<file path="src/rtl/rf_write_arbiter.sv">
// rtl/rf_write_arbiter.sv - round-robin arbiter for the shared register-file write port
// Optional RF_ARB_FIXED_PRIO_EN: requester 0 wins outright, 1..NUM_REQ-1 rotate among themselves.
module rf_write_arbiter #(
  parameter int NUM_REQ = 3,
  parameter int DATA_W  = 64,
  parameter int ADDR_W  = 5
) (
  input  logic                      clk,
  input  logic                      reset,
  input  logic [NUM_REQ-1:0]        req_valid,
  input  logic [NUM_REQ*ADDR_W-1:0] req_addr,
  input  logic [NUM_REQ*DATA_W-1:0] req_data,
  output logic [NUM_REQ-1:0]        req_ready,
  input  logic                      wr_stall,
  output logic                      wr_en,
  output logic [ADDR_W-1:0]         wr_addr,
  output logic [(1<<ADDR_W)-1:0]    wr_sel,
  output logic [DATA_W-1:0]         wr_data,
  output logic                      busy
);

  localparam int SEL_W = 1 << ADDR_W;
  localparam int PTR_W = (NUM_REQ > 1) ? $clog2(NUM_REQ) : 1;
`ifdef RF_ARB_FIXED_PRIO_EN
  localparam int RR_LO = 1;
`else
  localparam int RR_LO = 0;
`endif
  localparam int RR_N = NUM_REQ - RR_LO;
  localparam logic [ADDR_W-1:0] XZR = {ADDR_W{1'b1}};

  logic [PTR_W-1:0]  rr_ptr;
  logic [NUM_REQ-1:0] gnt;
  logic [PTR_W-1:0]  gnt_idx;
  logic              found;
  int                idx;
  logic              hs;
  logic [ADDR_W-1:0] sel_addr;
  logic [DATA_W-1:0] sel_data;
  logic              wr_en_q;
  logic [SEL_W-1:0]  wr_sel_q;
  logic [ADDR_W-1:0] wr_addr_q;
  logic [DATA_W-1:0] wr_data_q;

  // Scan the rotating window starting at rr_ptr; first valid requester wins.
  always_comb begin
    gnt     = '0;
    gnt_idx = '0;
    found   = 1'b0;
    idx     = 0;
`ifdef RF_ARB_FIXED_PRIO_EN
    if (req_valid[0]) begin
      gnt[0] = 1'b1;
      found  = 1'b1;
    end
`endif
    for (int k = 0; k < RR_N; k++) begin
      idx = int'(rr_ptr) + k;
      if (idx >= NUM_REQ) idx = idx - RR_N;
      if (!found && req_valid[idx]) begin
        gnt[idx] = 1'b1;
        gnt_idx  = PTR_W'(idx);
        found    = 1'b1;
      end
    end
  end

  assign req_ready = (reset || wr_stall) ? '0 : gnt;
  assign hs        = |req_ready;
  assign sel_addr  = req_addr[int'(gnt_idx)*ADDR_W +: ADDR_W];
  assign sel_data  = req_data[int'(gnt_idx)*DATA_W +: DATA_W];

  always_ff @(posedge clk) begin
    if (reset) begin
      rr_ptr    <= PTR_W'(RR_LO);
      wr_en_q   <= 1'b0;
      wr_sel_q  <= '0;
      wr_addr_q <= '0;
      wr_data_q <= '0;
    end else begin
      wr_en_q  <= 1'b0;
      wr_sel_q <= '0;
      if (hs) begin
        wr_addr_q <= sel_addr;
        wr_data_q <= sel_data;
        // XZR completes the handshake but never touches the array.
        wr_en_q   <= (sel_addr != XZR);
        wr_sel_q  <= (sel_addr != XZR) ? (SEL_W'(1) << sel_addr) : '0;
        if (!(RR_LO == 1 && gnt_idx == '0)) begin
          rr_ptr <= (int'(gnt_idx) == NUM_REQ-1) ? PTR_W'(RR_LO) : gnt_idx + PTR_W'(1);
        end
      end
    end
  end

  // Reset drops a write already sitting in the output stage.
  assign wr_en   = wr_en_q & ~reset;
  assign wr_sel  = wr_sel_q & {SEL_W{~reset}};
  assign wr_addr = wr_addr_q;
  assign wr_data = wr_data_q;
  assign busy    = |(req_valid & ~req_ready);

endmodule

</file>
<file path="config.mk">
export PLATFORM = sky130hd
export DESIGN_NAME = rf_write_arbiter
export DESIGN_NICKNAME = d
export VERILOG_FILES = /design/src/rtl/rf_write_arbiter.sv
export SDC_FILE = /design/constraint.sdc
export NUM_CORES = 1
export LEC_CHECK = 0
export BUFFER_PORTS_ARGS = -buffer_cell sky130_fd_sc_hd__buf_2
export CAP_MARGIN = 10
export CORE_AREA = 2 2 125 127
export DETAILED_ROUTE_END_ITERATION = 12
export DIE_AREA = 0 0 127 129
export PLACE_DENSITY = 0.79
export SYNTH_ARGS = -nofsm -noshare
export SYNTH_HDL_FRONTEND = slang
export SYNTH_SLANG_ARGS = --single-unit
</file>
<file path="constraint.sdc">
create_clock -name clk -period 6.55 [get_ports clk]
set_clock_uncertainty 0.2 [all_clocks]
set_input_delay 0.655 -clock clk [delete_from_list [all_inputs] [get_ports clk]]
set_output_delay 0.655 -clock clk [all_outputs]
set_load 0.005 [all_outputs]
</file>
==> run summary <==
Clock transition at path regs = 0.07 ns
Max Cap Viol = 0
layout cells sized above 1 = 0.440
Max VDD drop = 0.000272 V
Cell Rows = 45
Psw = 1.57 mW
CTS tree = yes
placed wire-length estimate = 12500 µm
Syn Nets = 837
P&R area growth vs syn = 37.3%
power share of the clock group = 0.166
origin of the critical flop-to-flop path = rr_ptr[1]
Die ar. = 16400 µm²
initial antenna violation count = 0
Final Core Density = 0.477
Congestion Overflow GR = 0
Seq pwr share = 0.255
Leak = 3.36 nW
crit end category = flip-flop
Ys Warns = 0
Max Fclk = 263 MHz
Tcrit/Tclk final = 0.580
shortest clock period the worst path allows after layout = 3.80 ns
number of global-route vias before repair = 5326
Routed Antenna Nets = 0
status = finished clean
Finish-stage setup viols = 0
Setup Buffers After CTS = 0
setup slack, reg-to-reg = 2.75 ns
WHS = 0.254 ns
number of gates resized after CTS = 0
DR vias = 5870
unrepaired setup endpoints after global routing = false
Main synth FF type = dfxtp_1
routed len/inst = 15.9 µm
most frequent cells in the layout = buf_2 (318), dfxtp_1 (104), a21oi_1 (93), a22oi_1 (64), nand3_1 (44)
cells after synthesis = 620
max-slew violation count = 0
CP required = 6.60 ns
# diodes = 0
Yosys cell types = 53
Filler cells = 1490
Sw Share = 0.453
Clock Tree Buf Depth = 2
CTS sink count = 104
Die Ht = 129 µm
CTS H-tree lvls = 3
post-synthesis sequential area ratio = 0.400
Post-synth EDFFs = 0
largest net degree at the start of global routing = 70
arrival time at the worst endpoint = 3.85 ns
hold depth = 2
R2R Path End = wr_sel_q[20]
PD cells = 485 nW/µm²
Die Wd = 127 µm
first-pass GRT wire length = 26300 µm
Worst Hold Path EP = wr_addr[4]
Pwr Total = 3.46 mW
Combinational Power Share = 0.580
Initial Utilization = 0.348
detail-routed via count per cell = 5.39
Final Hold Vio Count = 0
Tightest Hold Check Type = flip-flop to flip-flop
routed wire length = 17300 µm
Post-route DRC = 0
HP Start = wr_addr[4]
most common cell after layout, fill and taps aside = buf_2
total CTS buffers = 9
Nets = 1114
setup TNS = 0 ns
drt pass-1 iters = 5
Final Non-Filler Cells = 1090
IO Count = 319
Critical Path Fanout Max = 30
Synth Register Bits = 104
# port buffers = 318
DR iter-0 viols = 443
measured slew at the worst slew-check pin = 1.06 ns
crit path kind = flip-flop to flip-flop
Slew HR = 0.288
gpl congestion = 0.937
Synth Cell Area = 5200 µm²
core area = 15000 µm²
Global Route Usage Sum = 0.198
asr flop ratio synth = 0
Post-Syn Area per Cell = 8.40 µm²
crit start category = flip-flop
CTS Root Cell = clkbuf_16
Inst Count DP = 1074
P_int = 1.90 mW
R2R cell count = 9
Post-CTS Hold Buffers = 0
Clk Latency, worst-skew pair = 0.34 ns
metal layers:
| metal | vias to the layer above | part of all wire | GRT usage |
|---|---|---|---|
| li1 | 2860 | - | - |
| met1 | 2738 | 0.42 | 0.247 |
| met2 | 249 | 0.49 | 0.344 |
| met3 | 23 | 0.067 | 0.0366 |
| met4 | 0 | 0.020 | 0.0718 |
| met5 | - | 0 | 0 |
power by group through the flow:
stage / clock network, mW / logic (mW) / registers (mW)
2_1_floorplan: 0 / 1.47 / 0.905
3_3_place_gp: 0 / 1.98 / 0.887
3_5_place_dp: 0 / 2.01 / 0.894
4_1_cts: 0.592 / 2.02 / 0.881
5_1_grt: 0.614 / 2.22 / 0.900
6_report: 0.574 / 2.01 / 0.882
worst max-delay path, stage by stage (launching register included):
cell and delay (ns):
dfxtp_1 0.33, inv_1 0.10, ha_1 0.31, mux2_2 0.40, a21oi_4 0.20, o21a_1 0.25, o221a_2 0.29, a311o_1 0.83
o21ai_1 0.48, nor3_1 0.31
kinds of logic (layout without fill, tap and decap cells):
kind of cell / count (synthesis) / count (layout) / synth area share
AOI/OAI and AO/OA: 261 / 261 / 0.339
adders and majority gates: 4 / 4 / 0.00962
buffers and inverters: 66 / 348 / 0.0589
DFF: 104 / 104 / 0.400
muxes: 8 / 8 / 0.0159
other: 1 / 1 / 0.000720
and+or+nand+nor: 176 / 176 / 0.176
Yosys cell counts (3+ instances only):
master      n  share of area
dfxtp_1   104           0.40
a21oi_1    93          0.089
a22oi_1    64          0.092
nand3_1    44          0.042
a31o_2     41          0.069
nor2b_1    39          0.047
nand2_1    27          0.019
o21ai_0    27          0.026
buf_2      25          0.024
clkbuf_1   25          0.018
nor2_1     22          0.016
nor3_1     22          0.021
inv_1       7         0.0050
mux2i_1     6          0.012
buf_4       5         0.0072
nand2b_1    5         0.0060
a311oi_1    4         0.0067
a31o_1      4         0.0067
ha_1        4         0.0096
a31oi_1     3         0.0036
nand3b_1    3         0.0043
nor3b_1     3         0.0043
nor4_1      3         0.0036
o21a_1      3         0.0043
o21ai_1     3         0.0029
how the worst max path moves through the flow:
stage	from	endpoint	cells past startpoint
finish	rr_ptr[1]	wr_sel_q[20]	9
CTS	rr_ptr[1]	wr_sel_q[20]	9
global placement	req_valid[1]	wr_sel_q[22]	8
global route	rr_ptr[1]	wr_sel_q[20]	9
detailed placement	rr_ptr[1]	wr_sel_q[20]	9
floorplan	rr_ptr[0]	wr_data[10]	12
layout make-up:
class                      count  area, µm²  area share
clock buffer                  11        253      0.0354
clock inverter                 5       67.6     0.00946
inverter                       7       26.3     0.00368
multi-input combinational    450       2840       0.397
sequential                   104       2080       0.291
tap                          188        235      0.0329
timing repair buffer         325       1640       0.230
state kept, by name, indices dropped and copies added (netlist names):
name and count:
wr_sel_q 32, rr_ptr 2, wr_addr 5, wr_data 64, wr_en_q 1
per-stage QoR:
stage	area, µm²	worst slack [ns]
4_1_cts	7150	2.80
6_report	7150	2.75
3_3_place_gp	6830	2.89
2_1_floorplan	5200	3.86
3_5_place_dp	6830	2.80
5_1_grt	7150	2.44
Power figures use the tool's default switching activity.
